### src/rtl/ram_arb.sv
// ram_arb: round-robin arbiter/sequencer between two masters and one single-port block RAM.
// Optional feature: define RAM_ARB_INIT_CLEAR_EN to sweep the RAM to zero after every reset.
module ram_arb #(
  parameter int ADDR_W = 5,
  parameter int DATA_W = 8,
  parameter int RD_LAT = 1
) (
  input  logic              sys_clk,
  input  logic              sys_rst,
  input  logic              m0_req,
  input  logic              m0_we,
  input  logic [ADDR_W-1:0] m0_addr,
  input  logic [DATA_W-1:0] m0_wdata,
  output logic              m0_ack,
  output logic              m0_rvalid,
  output logic [DATA_W-1:0] m0_rdata,
  input  logic              m1_req,
  input  logic              m1_we,
  input  logic [ADDR_W-1:0] m1_addr,
  input  logic [DATA_W-1:0] m1_wdata,
  output logic              m1_ack,
  output logic              m1_rvalid,
  output logic [DATA_W-1:0] m1_rdata,
  output logic              ram_en,
  output logic              ram_we,
  output logic [ADDR_W-1:0] ram_addr,
  output logic [DATA_W-1:0] ram_din,
  input  logic [DATA_W-1:0] ram_dout,
  output logic              init_done
);

  typedef enum logic {INIT, RUN} state_t;

`ifdef RAM_ARB_INIT_CLEAR_EN
  localparam state_t RESET_STATE = INIT;
`else
  localparam state_t RESET_STATE = RUN;
`endif

  state_t state, state_next;

  logic [ADDR_W-1:0] sweep_addr;
  logic              sweep_last;
  logic              last_gnt;
  logic              gnt_id;
  logic              elig0, elig1, grant, win;
  logic [RD_LAT-1:0] tag_valid;
  logic [RD_LAT-1:0] tag_id;

  // A req seen while its own ack is high belongs to the access just issued.
  always_comb begin
    sweep_last = (sweep_addr == {ADDR_W{1'b1}});
    elig0      = init_done & m0_req & ~m0_ack;
    elig1      = init_done & m1_req & ~m1_ack;
    grant      = elig0 | elig1;
    win        = (elig0 & elig1) ? ~last_gnt : elig1;
  end

  always_comb begin
    state_next = state;
    case (state)
      INIT:    if (sweep_last) state_next = RUN;
      RUN:     state_next = RUN;
      default: state_next = RUN;
    endcase
  end

  always_ff @(posedge sys_clk) begin
    if (sys_rst) state <= RESET_STATE;
    else         state <= state_next;
  end

  // RAM command register: clear sweep in INIT, registered winner in RUN.
  always_ff @(posedge sys_clk) begin
    if (sys_rst) begin
      sweep_addr <= '0;
      init_done  <= 1'b0;
      last_gnt   <= 1'b1;
      gnt_id     <= 1'b0;
      m0_ack     <= 1'b0;
      m1_ack     <= 1'b0;
      ram_en     <= 1'b0;
      ram_we     <= 1'b0;
      ram_addr   <= '0;
      ram_din    <= '0;
    end else begin
      init_done <= (state == RUN);
      m0_ack    <= grant & ~win;
      m1_ack    <= grant & win;
      ram_en    <= 1'b0;
      ram_we    <= 1'b0;
      ram_addr  <= '0;
      ram_din   <= '0;
      if (state == INIT) begin
        ram_en     <= 1'b1;
        ram_we     <= 1'b1;
        ram_addr   <= sweep_addr;
        sweep_addr <= sweep_addr + 1'b1;
      end else if (grant) begin
        ram_en   <= 1'b1;
        ram_we   <= win ? m1_we    : m0_we;
        ram_addr <= win ? m1_addr  : m0_addr;
        ram_din  <= win ? m1_wdata : m0_wdata;
        gnt_id   <= win;
        last_gnt <= win;
      end
    end
  end

  // Tag pipeline matched to the RAM read latency; its exit registers ram_dout.
  always_ff @(posedge sys_clk) begin
    if (sys_rst) begin
      tag_valid <= '0;
      tag_id    <= '0;
      m0_rvalid <= 1'b0;
      m1_rvalid <= 1'b0;
      m0_rdata  <= '0;
      m1_rdata  <= '0;
    end else begin
      tag_valid[0] <= ram_en & ~ram_we;
      tag_id[0]    <= gnt_id;
      for (int i = 1; i < RD_LAT; i++) begin
        tag_valid[i] <= tag_valid[i-1];
        tag_id[i]    <= tag_id[i-1];
      end
      m0_rvalid <= tag_valid[RD_LAT-1] & ~tag_id[RD_LAT-1];
      m1_rvalid <= tag_valid[RD_LAT-1] &  tag_id[RD_LAT-1];
      if (tag_valid[RD_LAT-1] & ~tag_id[RD_LAT-1]) m0_rdata <= ram_dout;
      if (tag_valid[RD_LAT-1] &  tag_id[RD_LAT-1]) m1_rdata <= ram_dout;
    end
  end

endmodule

### config.mk
export PLATFORM = sky130hd
export DESIGN_NAME = ram_arb
export DESIGN_NICKNAME = d
export VERILOG_FILES = /design/src/rtl/ram_arb.sv
export SDC_FILE = /design/constraint.sdc
export NUM_CORES = 1
export LEC_CHECK = 0
export ABC_AREA = 1
export CORE_MARGIN = 2
export CORE_UTILIZATION = 41
export CTS_BUF_LIST = sky130_fd_sc_hd__clkbuf_8 sky130_fd_sc_hd__clkbuf_16
export DETAILED_ROUTE_END_ITERATION = 12
export PLACE_DENSITY_LB_ADDON = 0.2
export SYNTH_ARGS = -nofsm -noshare
export SYNTH_HDL_FRONTEND = slang
export SYNTH_SLANG_ARGS = --single-unit
export TNS_END_PERCENT = 10
### constraint.sdc
create_clock -name sys_clk -period 2 [get_ports sys_clk]
set_clock_uncertainty 0.1 [all_clocks]
set_input_delay 0.4 -clock sys_clk [delete_from_list [all_inputs] [get_ports sys_clk]]
set_output_delay 0.4 -clock sys_clk [all_outputs]
set_load 0.005 [all_outputs]
==> results of run 1 <==
==> layout by cell type, fill, tap and decap left out, types with 2 or more instances in the layout <==
cell             Yosys  layout
a21oi_1              9       9
a21oi_2              2       2
buf_4                0       2
clkbuf_8             0       6
clkdlybuf4s50_1      0      75
clkinv_2             1       2
dfxtp_1             46      46
ha_1                 2       2
inv_1               19      20
nand2_1             40      40
nand2_2              3       3
nand3_1              4       4
nor2_1              47      47
nor3_1               4       4
o21ai_0             20      20
o21ai_1              3       3
==> cells in the mapped netlist (2+ instances only) <==
cell | n | area, um^2
nor2_1 | 47 | 176
dfxtp_1 | 46 | 921
nand2_1 | 40 | 150
o21ai_0 | 20 | 100
inv_1 | 19 | 71.3
a21oi_1 | 9 | 45.0
nand3_1 | 4 | 20.0
nor3_1 | 4 | 20.0
buf_6 | 3 | 33.8
nand2_2 | 3 | 18.8
o21ai_1 | 3 | 15.0
a21oi_2 | 2 | 17.5
clkbuf_1 | 2 | 7.51
ha_1 | 2 | 25.0
==> sequential cells by signal, indices dropped and copies added, names as in the netlist, 5 cells and up <==
name        cells
m0_rdata        8
m1_rdata        8
ram_addr        5
ram_din         8
sweep_addr      5
==> layer usage <==
layer / vias up / GRT usage (%)
li1: 848 / -
met1: 689 / 20.9
met2: 46 / 30.2
met3: 6 / 4.55
met4: 0 / 9.31
met5: - / 0
==> power groups by stage <==
stage | clock network (mW) | registers [mW] | logic (mW)
floorplan | 0 | 0.989 | 0.0948
global placement | 0 | 0.987 | 0.248
detailed placement | 0 | 0.987 | 0.251
CTS | 0.591 | 0.966 | 0.252
global route | 0.618 | 0.969 | 0.276
finish | 0.580 | 0.966 | 0.249
==> metrics by stage <==
step | cell area [um^2] | hold slack, ns | setup WS (ns) | power [mW]
floorplan | 1720 | 0.300 | 0.630 | 1.08
global placement | 2510 | 0.297 | 0.164 | 1.24
detailed placement | 2510 | 0.297 | 0.125 | 1.24
CTS | 2600 | 0.314 | 0.240 | 1.81
global route | 2600 | 0.326 | 0.210 | 1.86
finish | 2600 | 0.311 | 0.252 | 1.79
==> final timing paths <==
path                         startpoint                    endpoint  slack [ns]  cells past startpoint
min                   ram_we$_SDFF_PP0_        tag_valid$_SDFF_PP0_        0.31                      1
max reg2reg  sweep_addr[1]$_SDFFE_PP0N_  sweep_addr[4]$_SDFFE_PP0N_        0.55                      5
min reg2reg           ram_we$_SDFF_PP0_        tag_valid$_SDFF_PP0_        0.31                      1
max                init_done$_SDFF_PP0_                   init_done        0.25                      1
==> cells by family (layout without fill, tap and decap cells) <==
logic type,Yosys count,after routing,share of synthesized area [%]
flip-flops,46,46,53.5
AND/OR/NAND/NOR,105,105,25.7
AO/OA/AOI/OAI,37,37,11.7
buffers and inverters,28,108,7.63
adder cells (fa/ha/maj),2,2,1.45
==> cell type report <==
cell class / count / area share, %
sequential: 46 / 35.4
timing repair buffer: 77 / 29.5
multi-input combinational: 144 / 25.7
inverter: 23 / 3.46
clock buffer: 6 / 3.18
tap: 50 / 2.41
clock inverter: 2 / 0.337
==> worst reg2reg max path, cell delays in order, from the launching register on <==
cell and delay [ns]:
dfxtp_1 0.40, ha_1 0.19, inv_1 0.05, nor3_1 0.13, ha_1 0.25, a22o_1 0.23
==> impl_metrics.yaml, run 1 <==
run_status:
  status: "completed"
logic_synthesis:
  ys_seq_area_share_pct: 53.5
  synthCells: 218
  ys_async_sr_fraction_pct: 0
  synth_fp_nets: 260
  synth_edf_count: 0
  synth-main-ff-cell: "dfxtp_1"
  yosysWarningCount: 0
  synth-seq-cells: 46
  synth_cell_types: 28
  synthesis.area_um2: 1720
  avgSynthCellArea_um2: 7.90
placement:
  dp_hpwl_mm: 2.99
  port_buffers: 75
  dp.cells: 340
  gp_congestion: 0.811
sta:
  min_period_ns: 1.75
  timing.fmax_mhz: 572
  final_max_slew_viol_count: 0
  fin_crit_sh_pct: 87.4
  fin_tns_setup_ns: 0
  final_hold_viol_count: 0
  setup_viol: 0
  rsz0062_at_grt: "false"
  max_slew_margin_pct: 66.7
  tightest_slew_ns: 0.499
power_and_ir_drop:
  p_leak_nw: 1.09
  combPwrFrac_pct: 13.9
  power.density_nw_per_um2: 690
  power_frac_seq_pct: 53.8
  p_sw_share_pct: 23.5
  p_sw_uw: 422
  clkPwrFrac_pct: 32.3
  vdd.ir_drop.worst_mv: 0.417
  p_int_mw: 1.37
critical_path:
  crit_type: "reg2out"
  end_kind: "output port"
  crit_fanout: 4
  cp-start-kind: "register"
  crit_chain: "clkdlybuf4s50_1"
  crit_required_ns: 1.50
  slowest_delay_ns: 0.54
  slowest_stage: "clkdlybuf4s50_1"
  arrival_ns: 1.25
  critPathBufInv: 1
  cpLargestDelayFamily: "buffers and inverters"
cts:
  cts.sinks: 46
  clock_latency_ns: 0.30
  cts.clk_slew.worst_paths_ns: 0.08
  postCtsSetupRepairBufs: 0
  cts_max_path_buffers: 2
  cts_root_buffer: "clkbuf_8"
  cts_hold_buf: 0
  ctsResizeCount: 0
  cts_tree: "yes"
  htreeDepth: 2
  cts_buffers: 5
global_route:
  grt_pass1_wl_mm: 6.17
  grt.total_usage_pct: 17.9
  overflow: 0
  grt_max_degree: 22
  antenna_found_initial: 0
  grt_pass1_vias: 1400
die:
  design.core.area_um2: 4030
  die_width_um: 68.8
  num_rows: 23
  dieArea_um2: 4730
  die_y_um: 68.8
  initial_core_util_pct: 42.7
  ioPinCount: 76
route:
  num_vias: 1589
  wl_per_cell_um: 11.4
  drt_first_pass_iters: 4
  wl_mm: 3.95
  drt-initial-drc-count: 114
  route.met3.wl_um: 205
  m1WireLength_mm: 1.75
  drc: 0
  vias_per_cell: 4.57
  ant_nets: 0
  routed.top_layer: "met4"
  met2_length_mm: 1.93
layout:
  final_cells: 348
  regArea_um2: 921
  syn2layout_area_growth_pct: 51.0
  drive_gt1_share_pct: 7.72
  fin_util_pct: 64.5
  antenna_cells: 0
  nNetsFinal: 339
  fillers: 370
  multi_input_area_um2: 669
hold_path:
  min-delay-path-class: "reg2reg"
run:
  drv_cap: 0
Note: power is estimated with default switching activity, not from simulation.
==> run 2, diff against run 1 <==
- ABC_AREA: 1 -> 0
- CORE_UTILIZATION: 41 -> 42
==> run 2 against run 1 <==
  * Final area up 5.9%
  * Maximum frequency up 2.7%
  * Count of clock-buffer cells in the layout down 1
  * Critical path type unchanged
  * Critical endpoint is now m1_ack
==> impl_metrics.yaml, run 2 <==
power_and_ir_drop:
  power_frac_seq_pct: 54.7
  total_power_mw: 1.75
  p_sw_share_pct: 23.8
  p_int_mw: 1.33
  power.density_nw_per_um2: 636
  vdd.ir_drop.worst_mv: 0.342
  combPwrFrac_pct: 15.2
  p_sw_uw: 417
  clkPwrFrac_pct: 30.1
  p_leak_nw: 0.997
critical_path:
  ff2ff_path_depth: 4
  crit_end: "m1_ack"
  slowest_stage: "clkdlybuf4s50_1"
  crit_required_ns: 1.50
  end_kind: "output port"
  cp.depth: 1
  crit_chain: "clkdlybuf4s50_1"
  cp-start-kind: "register"
  slowest_delay_ns: 0.52
  crit_start: "m1_ack$_SDFF_PP0_"
  rrSetupSlack_ns: 0.57
  arrival_ns: 1.20
  crit_fanout: 5
  cpLargestDelayFamily: "buffers and inverters"
  critPathBufInv: 1
  r2r-end: "state$_SDFF_PP1_"
  r2r_start: "sweep_addr[0]$_SDFFE_PP0N_"
  crit_type: "reg2out"
route:
  drt_first_pass_iters: 4
  num_vias: 1720
  vias_per_cell: 5.18
  ant_nets: 0
  wl_per_cell_um: 13.6
  wl_mm: 4.52
  drt-initial-drc-count: 72
  drc: 0
logic_synthesis:
  synthesis.area_um2: 1850
  synthAdderAreaFrac_pct: 1.35
  synth_compound_area_share_pct: 19.3
  synth_xor_area_share_pct: 1.42
  synthCells: 203
  ys_async_sr_fraction_pct: 0
  synth_top_family_by_area: "simple AND/OR/NAND/NOR gates"
  ys_seq_area_share_pct: 49.7
  avgSynthCellArea_um2: 9.13
  muxShareOfSynthArea_pct: 1.08
  synth_cell_types: 38
  yosysWarningCount: 0
  synth.most_common_cell: "dfxtp_1"
  synth.area.top_cells: "dfxtp_1 (50%), a21oi_1 (6.8%), nand2_1 (5.9%), nand3_1 (4.6%), o21ai_1 (2.7%)"
  synth-seq-cells: 46
  yosys.area_share.simple_pct: 21.7
  synth_commonest_cells: "dfxtp_1 (46), nand2_1 (29), a21oi_1 (25), nand3_1 (17), o21ai_1 (10)"
  synth_top_cell_by_area: "dfxtp_1"
  synth_fp_nets: 245
  synth-main-ff-cell: "dfxtp_1"
  synth_edf_count: 0
  yosysTopAreaCellShare_pct: 49.7
layout:
  drive_gt1_share_pct: 8.57
  multi_input_area_um2: 831
  syn2layout_area_growth_pct: 48.5
  fillers: 386
  final_common_cell: "clkdlybuf4s50_1"
  antenna_cells: 0
  final_cells: 332
  final_cell_mix: "clkdlybuf4s50_1 (75), dfxtp_1 (46), nand2_1 (29)"
  reg_top3: "m0_rdata: 8 flops, m1_rdata: 8 flops, ram_din: 8 flops"
  nNetsFinal: 322
  regArea_um2: 921
run:
  drv_cap: 0
sta:
  fin_tns_setup_ns: 0
  rsz0062_at_grt: "false"
  final_hold_viol_count: 0
  tightest_slew_ns: 0.450
  setup_viol: 0
  hold_slack_ns: 0.329
  max_slew_margin_pct: 69.9
  min_period_ns: 1.70
  final_max_slew_viol_count: 0
  timing.fmax_mhz: 588
  fin_crit_sh_pct: 85.1
global_route:
  antenna_found_initial: 0
  overflow: 0
  grt_pass1_wl_mm: 7.64
  grt_pass1_vias: 1670
  grt.total_usage_pct: 19.1
  grt_max_degree: 19
cts:
  ctsResizeCount: 0
  cts_hold_buf: 0
  cts_tree: "yes"
  cts_root_buffer: "clkbuf_8"
  cts.sinks: 46
  postCtsSetupRepairBufs: 0
  cts.clk_slew.worst_paths_ns: 0.08
  cts_max_path_buffers: 2
  htreeDepth: 2
  cts_buffers: 5
  clock_latency_ns: 0.29
die:
  ioPinCount: 76
  design.core.area_um2: 4290
  num_rows: 24
  die_y_um: 70.4
  initial_core_util_pct: 43.2
  dieArea_um2: 4960
  die_width_um: 70.4
run_status:
  status: "completed"
placement:
  port_buffers: 75
  dp_hpwl_mm: 3.38
  dp.cells: 325
  gp_congestion: 0.808
hold_path:
  min-delay-path-class: "reg2reg"
==> run 2: changes by cell type in the layout (fill, tap and decap cells not counted), sizes merged, moves of 5 or more <==
cell	delta
nor2	-40
inv	-21
nand2	-15
a21oi	+14
o21ai	-13
nand3	+12
buf	+10
nor2b	+5
o211ai	+5
==> run 2: per-layer routing <==
metal	vias up	wire [um]	track usage, %
met3	7	291	4.47
met4	0	57	7.69
li1	875	-	-
met2	63	2100	30.6
met5	-	0	0
met1	775	2080	24.8
==> run 2: power groups by stage <==
stage	clock (mW)	sequential, mW	combinational [mW]
5_1_grt	0.579	0.962	0.288
6_report	0.527	0.958	0.266
4_1_cts	0.544	0.958	0.267
3_5_place_dp	0	0.979	0.265
3_3_place_gp	0	0.979	0.262
2_1_floorplan	0	0.978	0.110
==> run 2: worst min path at each step <==
stage / startpoint / end / slack (ns) / depth (start not counted)
2_1_floorplan: ram_we$_SDFF_PP0_ / tag_valid$_SDFF_PP0_ / 0.32 / 1
3_3_place_gp: ram_we$_SDFF_PP0_ / tag_valid$_SDFF_PP0_ / 0.31 / 1
3_5_place_dp: ram_we$_SDFF_PP0_ / tag_valid$_SDFF_PP0_ / 0.32 / 1
4_1_cts: ram_we$_SDFF_PP0_ / tag_valid$_SDFF_PP0_ / 0.33 / 1
5_1_grt: ram_we$_SDFF_PP0_ / tag_valid$_SDFF_PP0_ / 0.34 / 1
6_report: ram_we$_SDFF_PP0_ / tag_valid$_SDFF_PP0_ / 0.33 / 1
==> run 2: cell families (layout without fill, tap and decap cells) <==
group | after synthesis | after routing
AND/OR/NAND/NOR | 79 | 79
AO/OA/AOI/OAI | 53 | 53
flip-flops | 46 | 46
buffers and inverters | 18 | 95
XOR/XNOR | 3 | 3
adder cells (fa/ha/maj) | 2 | 2
multiplexers | 2 | 2
==> run 2: area by class of cell <==
cell class / instances / share of cell area [%]
Clock buffer: 5 / 2.50
Clock inverter: 2 / 0.364
Inverter: 1 / 0.136
Multi-Input combinational cell: 139 / 30.2
Sequential cell: 46 / 33.5
Tap cell: 52 / 2.36
Timing Repair Buffer: 87 / 31.0
==> run 2: through the flow <==
| stage | instance area [um^2] | setup WS [ns] | utilization (%) |
|---|---|---|---|
| 6_report | 2750 | 0.298 | 64.1 |
| 3_3_place_gp | 2670 | 0.130 | 62.3 |
| 5_1_grt | 2750 | 0.232 | 64.1 |
| 2_1_floorplan | 1850 | 0.637 | - |
| 4_1_cts | 2750 | 0.288 | 64.1 |
| 3_5_place_dp | 2670 | 0.0982 | 62.3 |
==> run 3, diff against run 2 <==
- SLEW_MARGIN: not set -> 20
==> results of run 3 <==
No change in the layout: final DEF, timing and power equal those of run 2.
